--- src/rtl/irq_pending_ctrl.sv ---
// irq_pending_ctrl
// ----------------
// Collects 2^N asynchronous request lines into sticky pending bits. It presents
// the masked pending vector to a downstream priority encoder, takes the
// encoder's index back, and services one request at a time with an irq/ack
// handshake.
//
// Ports
//   clk       in   rising-edge clock
//   rst_n     in   asynchronous active-low reset
//   reqIn     in   [2^N] asynchronous request lines, a 0->1 transition is one request
//   maskIn    in   [2^N] per-line enable (1 = line may be presented)
//   encIdx    in   [N]   index from the priority encoder, driven from pendOut
//   ack       in   service acknowledge from the consumer
//   clrOvr    in   synchronous clear of all overrun flags
//   pendOut   out  [2^N] pending & maskIn, drives the encoder input
//   irq       out  a captured request awaits ack
//   vecOut    out  [N]   index being serviced, stable while irq=1
//   overrun   out  [2^N] sticky per-line "request lost" flags
//   dbg_state out  [2]   current FSM state, for observation only
//
// Handshake: irq acts as valid and ack acts as ready. A service transfer
// happens on a rising clk edge where irq=1 and ack=1. irq then drops for at
// least two cycles (HOLD, then IDLE) before the next service can be offered.
// ack is ignored whenever irq=0.

module irq_pending_ctrl #(
    parameter int N = 2
) (
    input  logic                clk,
    input  logic                rst_n,
    input  logic [(1<<N)-1:0]   reqIn,
    input  logic [(1<<N)-1:0]   maskIn,
    input  logic [N-1:0]        encIdx,
    input  logic                ack,
    input  logic                clrOvr,
    output logic [(1<<N)-1:0]   pendOut,
    output logic                irq,
    output logic [N-1:0]        vecOut,
    output logic [(1<<N)-1:0]   overrun,
    output logic [1:0]          dbg_state
);

    localparam int W = 1 << N;
    localparam logic [W-1:0] LINE0 = W'(1);

    typedef enum logic [1:0] {
        IDLE = 2'd0,
        REQ  = 2'd1,
        HOLD = 2'd2
    } state_t;

    state_t state, state_nxt;

    logic [W-1:0] s1, s2, s3;
    logic [1:0]   warm_cnt;
    logic         warm;
    logic [W-1:0] rise;
    logic [W-1:0] pending, pend_nxt;
    logic [W-1:0] ovr_nxt, ovr_set;
    logic [W-1:0] svc_clr;
    logic         svc_take;
    logic         vec_load;

    // ------------------------------------------------------------------
    // Synchronizer and edge history.
    // For the first two edges after reset, s3 is loaded with the value that
    // s2 is about to receive. s2 and s3 therefore fill together, and a line
    // that is held high through reset never shows up as a rising edge.
    // ------------------------------------------------------------------
    assign warm = (warm_cnt == 2'd2);

    always_ff @(posedge clk or negedge rst_n) begin
        if (!rst_n) begin
            s1       <= '0;
            s2       <= '0;
            s3       <= '0;
            warm_cnt <= 2'd0;
        end else begin
            s1 <= reqIn;
            s2 <= s1;
            s3 <= warm ? s2 : s1;
            if (!warm) begin
                warm_cnt <= warm_cnt + 2'd1;
            end
        end
    end

    assign rise = s2 & ~s3;

    // ------------------------------------------------------------------
    // Pending and overrun bookkeeping.
    // A new edge on the line being cleared in the same cycle wins. It leaves
    // the bit pending and is not counted as lost.
    // ------------------------------------------------------------------
    assign svc_take = (state == REQ) && ack;
    assign svc_clr  = svc_take ? (LINE0 << vecOut) : '0;

    assign ovr_set  = rise & pending & ~svc_clr;
    assign pend_nxt = rise | (pending & ~svc_clr);
    assign ovr_nxt  = ovr_set | (clrOvr ? '0 : overrun);

    always_ff @(posedge clk or negedge rst_n) begin
        if (!rst_n) begin
            pending <= '0;
            overrun <= '0;
        end else begin
            pending <= pend_nxt;
            overrun <= ovr_nxt;
        end
    end

    assign pendOut = pending & maskIn;

    // ------------------------------------------------------------------
    // Service FSM.
    // encIdx is only sampled when pendOut is non-zero, so an undriven or X
    // index from an idle encoder never reaches vecOut.
    // ------------------------------------------------------------------
    always_ff @(posedge clk or negedge rst_n) begin
        if (!rst_n) begin
            state <= IDLE;
        end else begin
            state <= state_nxt;
        end
    end

    always_comb begin
        state_nxt = state;
        vec_load  = 1'b0;
        case (state)
            IDLE: begin
                if (|pendOut) begin
                    vec_load  = 1'b1;
                    state_nxt = REQ;
                end
            end
            REQ: begin
                if (ack) begin
                    state_nxt = HOLD;
                end
            end
            HOLD: begin
                // One quiet cycle lets pendOut and the encoder settle after the clear.
                state_nxt = IDLE;
            end
            default: begin
                state_nxt = IDLE;
            end
        endcase
    end

    always_ff @(posedge clk or negedge rst_n) begin
        if (!rst_n) begin
            vecOut <= '0;
        end else if (vec_load) begin
            vecOut <= encIdx;
        end
    end

    // irq is decoded from the state register, so an asynchronous reset drops it at once.
    assign irq       = (state == REQ);
    assign dbg_state = state;

endmodule

--- config.mk ---
export PLATFORM = sky130hd
export DESIGN_NAME = irq_pending_ctrl
export DESIGN_NICKNAME = d
export VERILOG_FILES = /design/src/rtl/irq_pending_ctrl.sv
export SDC_FILE = /design/constraint.sdc
export NUM_CORES = 1
export LEC_CHECK = 0
export CORE_MARGIN = 5
export CORE_UTILIZATION = 43
export CTS_BUF_LIST = sky130_fd_sc_hd__clkbuf_4
export DETAILED_ROUTE_END_ITERATION = 8
export MAX_ROUTING_LAYER = met4
export PLACE_DENSITY = 0.8
export SLEW_MARGIN = 15
export SYNTH_ARGS = -nofsm -noshare
export SYNTH_HDL_FRONTEND = slang
export SYNTH_SLANG_ARGS = --single-unit
--- constraint.sdc ---
create_clock -name clk -period 1.3 [get_ports clk]
set_input_delay 0.195 -clock clk [delete_from_list [all_inputs] [get_ports clk]]
set_output_delay 0.195 -clock clk [all_outputs]
set_load 0.02 [all_outputs]
Yosys cells after proc, flatten, opt, wreduce, memory -nomap -nowiden:

Cells that the tools add are included.

* $mul: 0
* div/mod/pow operators: 0
* equal/unequal tests: 4
* mux-type cells: 8
* shift operators: 1
* order comparisons: 0
* reduce and logical (&&, ||, !) cells: 4
* bitwise logic cells: 9
* add/sub/neg operators: 1

Operator list (count)
* 4-bit bitwise AND: 5
* 4-bit two-way mux: 3
* 4-bit NOT: 2
* 4-bit OR: 2
* 2-bit two-way mux: 2
* 2-bit inequality test, second input constant: 2
* 2-bit one-hot mux with 2 select lines: 1
* 4-bit OR reduction: 1
* 1-bit by 2-bit left shift with 4-bit output, first input constant: 1
* 2-bit by 1-bit adder with 2-bit output, second input constant: 1
* 2-bit by 1-bit equality test with 1-bit output, second input constant: 1
* 2-bit equality test, second input constant: 1
* 2-bit zero test: 1
* 1-bit two-way mux: 2
* 2-bit AND reduction: 1
* 1-bit logical AND: 1

* output and inout port bits: 13
* register bits after elaboration: 26
* memories kept: 0
* memory bits (read-only): 0
* RAM bits: 0
* bits in latches: 0

Logic depth before layout (Yosys ltp):

* depth in word-level cells: 6
* depth in mapped cells: 5

Worst setup path before layout:

OpenSTA, ideal clock, no wires.

* path kind: reg-to-reg
* start: register pending[2]
* end: register vecOut[0]
* period minus slack after synthesis: 1.211 ns
* slack: 0.089 ns
* required time: 1.175 ns
* stages on the path, launching flop included: 4
* setup time: 0.125 ns
* data arrival time: 1.086 ns
* path buffers: 0
* cells stage by stage: dfrtp_1 a22o_2 o21ai_2 mux2_2

* cells in the longest elaborated chain, start to end: 4

Ends and longest elaborated chain
* start, declared: RTL line 59 `logic [W-1:0] pending, pend_nxt;`
* start signal, assigned: RTL line 108 `pending <= pend_nxt;`
* 4-bit bitwise AND: RTL line 113 `assign pendOut = pending & maskIn;`
* 4-bit OR reduction: RTL line 133 `if (|pendOut) begin`
* 1-bit two-way mux: RTL line 133
* 1-bit two-way mux: RTL line 131 `case (state)`
* end signal, assigned: RTL line 157 `vecOut <= encIdx;`
* end, declared: RTL line 39 `output logic [N-1:0] vecOut,`

Every way passes these cells.
A chain may end at the register's enable or synchronous reset.

Final worst setup path:

* start: register pending[0]
* end: register vecOut[0]

The elaborated chain is that of the path after synthesis.

==> impl_metrics.tcl <==
set metrics [dict create \
    placed_area_mm2 0.001292 \
    total_leakage_power_nw 0.5756 \
    final-seq-area_um2 650.6 \
    syn_inst 73 \
    syn_avg_cell_area_um2 13.21 \
    cts_setup_buffers 0 \
    slew_violations 0 \
    fin_crit_sh 0.9876 \
    portBuffers 26 \
    r2r-start "pending[0]$_DFF_PN0_" \
    final_common_cell "dfrtp_1" \
    hold_viol 0 \
    cap_violations 0 \
    synth_xor_xnor_area_share 0.009079 \
    reg2regPathDepth 3 \
    cts_num_sinks 26 \
    hold_buffers 0 \
    drt-initial-drc-count 9 \
    holdWs_ps 250.1 \
    peakVddDrop_uv 1031 \
    post-place-cells 131 \
    critPathArrivalTime_ps 1490 \
    pin_count 27 \
    multi_input_area_um2 289.0 \
    final_util 0.5888 \
    hpwl_mm 1.379 \
    endpoint_kind "flip-flop" \
    clockBufferDepth 2 \
    post-route-min-period_ps 1284 \
    grt.overflow.total 0 \
    cts_tree "built" \
    syn_nets 88 \
    drt-total-wl_mm 1.763 \
    relSlewSlack 0.7870 \
    instances_no_fill 134 \
    rsz0062_at_grt "true" \
    htree_levels 1 \
    synthAdderAreaFrac 0.01297 \
    layout_common_cells "26 x dfrtp_1, 13 x clkdlybuf4s50_1" \
    synth_compound_area_frac 0.08949 \
    cts_buffers 3 \
    rows 17 \
    diodes 0 \
    synth_top_family_by_area "simple AND/OR/NAND/NOR gates" \
    clk_pin_slew_worst_paths_ps 120 \
    grt_pass1_wl_mm 3.132 \
    path_max_fanout 3 \
    yosys.cell_types.count 20 \
    antenna_found_initial 0 \
    syn-cell-area_um2 964.7 \
    grt_pass1_vias 690 \
    seqPwrFrac 0.484 \
    coreArea_mm2 0.002170 \
    path_cells "a22o_2, o21ai_2, mux2_2" \
    p_sw_frac 0.3379 \
    synth-seq-cells 26 \
    synth_simple_gate_area_share 0.1154 \
    dp_slack_ps -317.9 \
    grt_use_total 0.1229 \
    slowest_delay_ps 410 \
    run_status "finished clean" \
    start_kind "flip-flop" \
    vias 647 \
    drt-wirelength-per-cell_um 13.16 \
    power_density_mw_per_mm2 1692 \
    synth.area.mux_share 0.07004 \
    drive_gt1_frac 0.2453 \
    cts_root_buf "clkbuf_4" \
    tightest_slew_ps 319.6 \
    ys_seq_area_frac 0.6744 \
    gp_congestion 0.7471 \
    fillers 196 \
    report.power.total_mw 2.162 \
    r2r-end "vecOut[0]$_DFFE_PN0P_" \
    layout_setup_ws_ps 16.10 \
    clkPwrFrac 0.145 \
    r2r_setup_slack_ps 20 \
    start_util 0.4446 \
    finalSetupTns_ps 0 \
    die_height_um 57.37 \
    skew_ps 2.123 \
    yosys_warnings 0 \
    die_x_um 57.37 \
    p_switching_uw 730.5 \
    insertion_delay_ps 300 \
    area_delta_synth_final_pct 32.43 \
    slowest_stage "dfrtp_1" \
    dieArea_mm2 0.003291 \
    cp.required_ps 1500 \
    fmax_mhz 778.9 \
    antenna_left 0 \
    final_area_mm2 0.001277 \
    final_nets 123 \
    drtPass1Iterations 4 \
    combPwrFrac 0.371 \
    internal_power_mw 1.432 \
    drc 0 \
    finalSetupViolCount 0 \
    grt_max_degree 27 \
    crit_type "flip-flop to flip-flop" \
    hold_class "primary input to async pin" \
    vias_per_cell 4.828 \
]
-- worst max-delay path by stage --
stage / start / endpoint / slack, ps / cells past startpoint
after floorplan: pending[2]$_DFF_PN0_ / vecOut[0]$_DFFE_PN0P_ / 90 / 3
after detailed placement: maskIn[2] / pendOut[2] / -320 / 3
after CTS: pending[1]$_DFF_PN0_ / pendOut[1] / 2 / 2
after global placement: maskIn[2] / pendOut[2] / -280 / 3
after global routing: pending[0]$_DFF_PN0_ / vecOut[1]$_DFFE_PN0P_ / -20 / 3
final: pending[0]$_DFF_PN0_ / vecOut[0]$_DFFE_PN0P_ / 20 / 3
-- cells in the mapped netlist --
cell type	number	area, um2
a211oi_1	1	7.510
a22o_2	2	20.02
and2_1	4	25.02
and2_2	1	7.510
buf_2	1	5.000
dfrtp_1	26	650.6
ha_1	1	12.51
inv_1	6	22.52
mux2_2	6	67.56
nand2_1	5	18.77
nand2b_1	4	25.02
nand4b_1	1	8.760
nand4bb_1	1	11.26
nor2_1	1	3.750
nor2b_1	1	6.260
nor3_1	1	5.000
o21ai_0	5	25.02
o21ai_2	1	8.760
o22ai_1	4	25.02
xnor2_1	1	8.760
-- worst max-delay path: cells and delay by family, from the launching register on --
| kind | cells | cell delay [ps] |
|---|---|---|
| AOI/OAI and AO/OA | 2 | 420 |
| muxes | 1 | 350 |
| DFF | 1 | 410 |
-- state kept, by name (all words and copies together), names as in the netlist --
signal	flops
s3	4
warm_cnt	2
s1	4
overrun	4
vecOut	2
dbg_state	2
s2	4
pending	4
-- metal layers --
layer | wire, um | GRT usage | up-vias
li1 | - | - | 313
met1 | 775 | 0.1511 | 312
met2 | 850 | 0.1952 | 22
met3 | 138 | 0.03394 | 0
met4 | 0 | 0.03974 | 0
met5 | 0 | - | -
-- cells by family (layout without fill, tap and decap cells) --
group | after synthesis | after routing
xor+xnor | 1 | 1
flops | 26 | 26
simple gates | 19 | 19
buf+inv | 7 | 40
compound gates | 13 | 13
mux | 6 | 6
fa+ha+maj | 1 | 1
-- final cells by class --
| class | instances | area share |
|---|---|---|
| Inverter | 6 | 0.01763 |
| Sequential cell | 26 | 0.5093 |
| Multi-Input combinational cell | 40 | 0.2262 |
| Timing Repair Buffer | 31 | 0.2018 |
| Clock buffer | 3 | 0.01763 |
| Tap cell | 28 | 0.02742 |
-- power by group through the flow --
stage | registers [mW] | clock network (mW) | logic (mW)
after floorplan | 1.18 | 0 | 0.324
after global placement | 1.06 | 0 | 0.882
after detailed placement | 1.07 | 0 | 0.904
after CTS | 1.05 | 0.327 | 0.802
after global routing | 1.07 | 0.362 | 0.864
final | 1.05 | 0.314 | 0.801
-- timing repair --
item | 4_1_cts | 5_1_grt
pin swaps | 0 | 1
gates resized for setup | 33 | 7
setup endpoints to repair | 13 | 10
Power figures use the tool's default switching activity.
